File: config.mk
export PLATFORM = sky130hd
export DESIGN_NAME = dsp_result_buf
export DESIGN_NICKNAME = d
export VERILOG_FILES = /design/src/rtl/dsp_pkg.sv /design/src/rtl/dsp_result_buf.sv
export SDC_FILE = /design/constraint.sdc
export NUM_CORES = 1
export LEC_CHECK = 0
export ABC_AREA = 1
export CAP_MARGIN = 20
export CORE_ASPECT_RATIO = 1.75
export CORE_MARGIN = 3
export CORE_UTILIZATION = 45
export DETAILED_ROUTE_END_ITERATION = 16
export PLACE_DENSITY_LB_ADDON = 0.1
export REMOVE_ABC_BUFFERS = 1
export SYNTH_ARGS = -nofsm -noshare
export SYNTH_HDL_FRONTEND = slang
export SYNTH_SLANG_ARGS = --single-unit
File: constraint.sdc
create_clock -name clock -period 3.2 [get_ports clock]
set_input_delay 0.32 -clock clock [delete_from_list [all_inputs] [get_ports clock]]
set_output_delay 0.32 -clock clock [all_outputs]
set_load 0.02 [all_outputs]
File: src/rtl/dsp_pkg.sv
// Shared DSP definitions: result-buffer state encoding and the widest supported result word.
package dsp_pkg;

  localparam int DSP_MAX_WIDTH = 48;

  typedef enum logic [1:0] {
    EMPTY = 2'd0,
    ONE   = 2'd1,
    FULL  = 2'd2
  } buf_state_e;

endpackage

File: src/rtl/dsp_result_buf.sv
// Two-entry skid buffer for DSP results: push into EMPTY is visible on out_valid one cycle later.
// in_ready and out_valid come straight from flops, so out_ready never reaches in_ready combinationally.
module dsp_result_buf
  import dsp_pkg::*;
#(
  parameter int width = 48
) (
  input  logic             clock,
  input  logic             reset,
  input  logic             in_valid,
  output logic             in_ready,
  input  logic [width-1:0] in_data,
  output logic             out_valid,
  input  logic             out_ready,
  output logic [width-1:0] out_data,
  output logic             out_zero,
  output logic [15:0]      count
);

  generate
    if ((width < 1) || (width > DSP_MAX_WIDTH)) begin : g_width_chk
      $error("dsp_result_buf: width %0d outside 1..%0d", width, DSP_MAX_WIDTH);
    end
  endgenerate

  buf_state_e       state_q, state_d;
  logic [width-1:0] head_q, head_d;
  logic [width-1:0] tail_q, tail_d;
  logic             zero_q, zero_d;
  logic             in_ready_q, in_ready_d;
  logic             out_valid_q, out_valid_d;
  logic [15:0]      count_q, count_d;
  logic             push, pop, load_head;

  assign push = in_valid & in_ready_q;
  assign pop  = out_valid_q & out_ready;

  always_comb begin
    state_d   = state_q;
    head_d    = head_q;
    tail_d    = tail_q;
    load_head = 1'b0;
    case (state_q)
      EMPTY: begin
        if (push) begin
          head_d    = in_data;
          load_head = 1'b1;
          state_d   = ONE;
        end
      end
      ONE: begin
        if (push && pop) begin
          head_d    = in_data;
          load_head = 1'b1;
        end else if (push) begin
          tail_d  = in_data;
          state_d = FULL;
        end else if (pop) begin
          state_d = EMPTY;
        end
      end
      FULL: begin
        if (pop) begin
          head_d    = tail_q;
          load_head = 1'b1;
          state_d   = ONE;
        end
      end
      default: state_d = EMPTY;
    endcase

    // Zero flag tracks whatever was last written into head.
    zero_d      = load_head ? (head_d == '0) : zero_q;
    in_ready_d  = (state_d != FULL);
    out_valid_d = (state_d != EMPTY);
    count_d     = pop ? (count_q + 16'd1) : count_q;
  end

  always_ff @(posedge clock or posedge reset) begin
    if (reset) begin
      state_q     <= EMPTY;
      head_q      <= '0;
      tail_q      <= '0;
      zero_q      <= 1'b0;
      in_ready_q  <= 1'b1;
      out_valid_q <= 1'b0;
      count_q     <= 16'd0;
    end else begin
      state_q     <= state_d;
      head_q      <= head_d;
      tail_q      <= tail_d;
      zero_q      <= zero_d;
      in_ready_q  <= in_ready_d;
      out_valid_q <= out_valid_d;
      count_q     <= count_d;
    end
  end

  assign in_ready  = in_ready_q;
  assign out_valid = out_valid_q;
  assign out_data  = head_q;
  assign out_zero  = zero_q;
  assign count     = count_q;

endmodule

==> reports/results.txt <==
largest cells by area after synthesis: dfrtp_1 (52%), nand2_1 (16%), inv_1 (8.0%), nor2_1 (7.0%), nand3_1 (4.0%)
Max Cap Viol: 0
Max FO, Critical Path: 24
Clock Skew: 0.00745 ns
number of flops mapped to enable cells by yosys: 0
register area share after synthesis: 52.4%
RSZ-0062 raised after global routing: false
vias: 4828
GP Congestion: 0.775
Worst setup endpoint: out_zero$_DFFE_PP0P_
Worst-path clk slew: 0.05 ns
Critical path buffers and inverters: 1
Die ar.: 13800 sq um
Least-Margin Pin Slew: 0.552 ns
Syn Inst Count: 735
Setup crit end kind: register
Post-Layout Cell Count: 1034
gr ovfl total: 0
DRT Pass-1 Iters: 4
post-route ant nets: 0
DR WL/cell: 13.5 um
critical path startpoint: in_ready$_DFF_PP1_
top cell type's share of synthesized area: 51.9%
synthesized area: 5590 sq um
Syn Area/Cell: 7.60 sq um
Hold Vio Cnt, Final: 0
Final min period: 2.26 ns
top post-synthesis cells by count: nand2_1 (237), inv_1 (119), dfrtp_1 (116), nor2_1 (104), nand3_1 (45)
drt total wl: 14000 um
worst r2r path cells: 13
slowest stage delay, CP: 0.53 ns
Die Y: 153 um
Pwr Total: 7.30 mW
Final Instance Area: 7460 sq um
# rows: 53
PortBufs: 118
initial antenna violation count: 0
Reg2Reg Setup Slack: 0.94 ns
core box area: 12100 sq um
root buf cell: clkbuf_16
fin crit share: 70.6%
Layout Utilization: 61.8%
Setup Fix Bufs, Post-CTS: 0
DIE WIDTH: 90.2 um
Peak supply drop: 0.480 mV
number of diodes: 0
Lkg Pwr: 3.97 nW
top-count cell post-synth: nand2_1
total clock sinks: 117
Pwr Density: 978 nW/um^2
clock latency on the worst-skew pair: 0.40 ns
Inserted Clock Buffers: 17
flop and latch count out of synthesis: 117
pre-CTS setup slack: 0.637 ns
initial core utilization: 46.3%
Startpoint Class: register
Synth area leader: dfrtp_1
first-pass GRT wire length: 23500 um
maximum clock rate: 443 MHz
H-tree levels: 4
fin nets: 910
Avg Vias per Cell: 4.67
Slew headroom: 62.9%
vias in the first global route: 4909
crit path cell chain: nand2_1 -> nor2_2 -> nand2_2 -> nand2_2 -> buf_12 -> nor2_1 -> nor2_1 -> nand2_1 -> nor2_1 -> nand2_1 -> nor2_1 -> nand3_1 -> nand2_1
Sum Neg Setup Slack: 0 ns
Worst Setup Path Type: reg -> reg
Initial DRC Count: 205
largest net degree at the start of global routing: 44
top_reg_cell synth: dfrtp_1
DR DRC count: 0
beginning of the worst register-to-register path: in_ready$_DFF_PP1_
ratio of cells with drive above 1 in the final layout: 7.59%
dpl hpwl: 9760 um
Worst path depth: 13
FF-to-FF End: out_zero$_DFFE_PP0P_
CP required: 3.54 ns
Max Slew Vio Count: 0
CTS tree: done
Longest Clk Path Bufs: 2
Hold Buf Count CTS: 0
Total GRT Usage: 21.3%
final hold slack: 0.273 ns
Data arrival, critical path: 2.60 ns
Worst path slowest cell: dfstp_2
Netlist cell types: 24
run status: finished clean
IO Pins: 119
Final setup viols: 0
final setup margin: 0.941 ns
Placement Cell Area: 6930 sq um
number of synthesis warnings: 0
Resize count post-CTS: 0
area delta synth->final: 33.6%
crit-path leading delay family: simple AND/OR/NAND/NOR gates
Hold WC Path Type: in -> async
# placed instances: 1003
asr flop ratio synth: 100%
## layer usage
layer	vias to the layer above	wire length, um	GRT usage [%]
met1	2247	5490	24.0
met3	21	787	5.66
met2	127	7390	38.3
met4	0	289	7.67
li1	2433	-	-
met5	-	0	0
## worst reg2reg max path, cell delays in order, from the launching register on
cell and delay (ns):
dfstp_2 0.53, nand2_1 0.12, nor2_2 0.14, nand2_2 0.07, nand2_2 0.33, buf_12 0.23
nor2_1 0.06, nor2_1 0.14, nand2_1 0.08, nor2_1 0.11, nand2_1 0.09, nor2_1 0.14
nand3_1 0.10, nand2_1 0.06
## sequential cells by signal (all words and copies together), names as in the netlist
signal / cells
in_ready: 1
tail_q: 48
out_valid: 1
count: 16
out_zero: 1
out_data: 48
state_q: 2
## worst min path at each step
stage	start	endpoint	slack [ns]	depth (start not counted)
floorplan	in_data[10]	tail_q[10]$_DFFE_PP0P_	0.44	2
global placement	tail_q[40]$_DFFE_PP0P_	tail_q[40]$_DFFE_PP0P_	0.45	2
detailed placement	tail_q[16]$_DFFE_PP0P_	tail_q[16]$_DFFE_PP0P_	0.46	2
CTS	reset	tail_q[21]$_DFFE_PP0P_	0.28	2
global route	reset	count[0]$_DFFE_PP0N_	0.30	2
finish	reset	count[0]$_DFFE_PP0N_	0.27	2
## cell families (layout without fill, tap and decap cells)
family	count (synthesis)	after routing	share of synthesized area, %
and+or+nand+nor	405	405	29.2
buffers and inverters	150	284	11.3
DFF	117	117	52.4
AOI/OAI and AO/OA	49	49	4.84
xor gates and xnor gates	13	13	2.04
adders and majority gates	1	1	0.224
## layout by cell type, fill, tap and decap left out
| cell type | count |
|---|---|
| inv_2 | 5 |
| a31o_2 | 1 |
| xor2_1 | 8 |
| nor2_1 | 103 |
| nor2_2 | 10 |
| nand2_1 | 237 |
| clkbuf_8 | 1 |
| nand4_1 | 2 |
| clkbuf_16 | 17 |
| buf_12 | 2 |
| o21ai_0 | 21 |
| nor2_4 | 1 |
| inv_1 | 117 |
| dfrtp_1 | 116 |
| dfstp_2 | 1 |
| nor3b_2 | 1 |
| buf_4 | 10 |
| nand3_1 | 45 |
| clkinv_2 | 6 |
| clkinv_4 | 1 |
| clkdlybuf4s50_1 | 118 |
| ha_1 | 1 |
| o21ai_1 | 18 |
| clkinvlp_4 | 2 |
| a21boi_0 | 8 |
| nand2_2 | 6 |
| bufinv_16 | 1 |
| inv_4 | 1 |
| xnor2_1 | 5 |
| o22ai_1 | 1 |
| clkbuf_1 | 3 |
## where the power goes
group | internal (mW) | switching [mW]
registers | 2.12 | 0.404
logic | 1.24 | 1.82
clock network | 1.07 | 0.646
## area by class of cell
cell class | instances | area, sq um
Fill cell | 1100 | 4600
Sequential cell | 117 | 2930
Multi-Input combinational cell | 468 | 2030
Timing Repair Buffer | 130 | 1300
Inverter | 123 | 464
Clock buffer | 21 | 450
Tap cell | 165 | 206
Clock inverter | 10 | 83.8
Note: power is estimated with default switching activity, not from simulation.
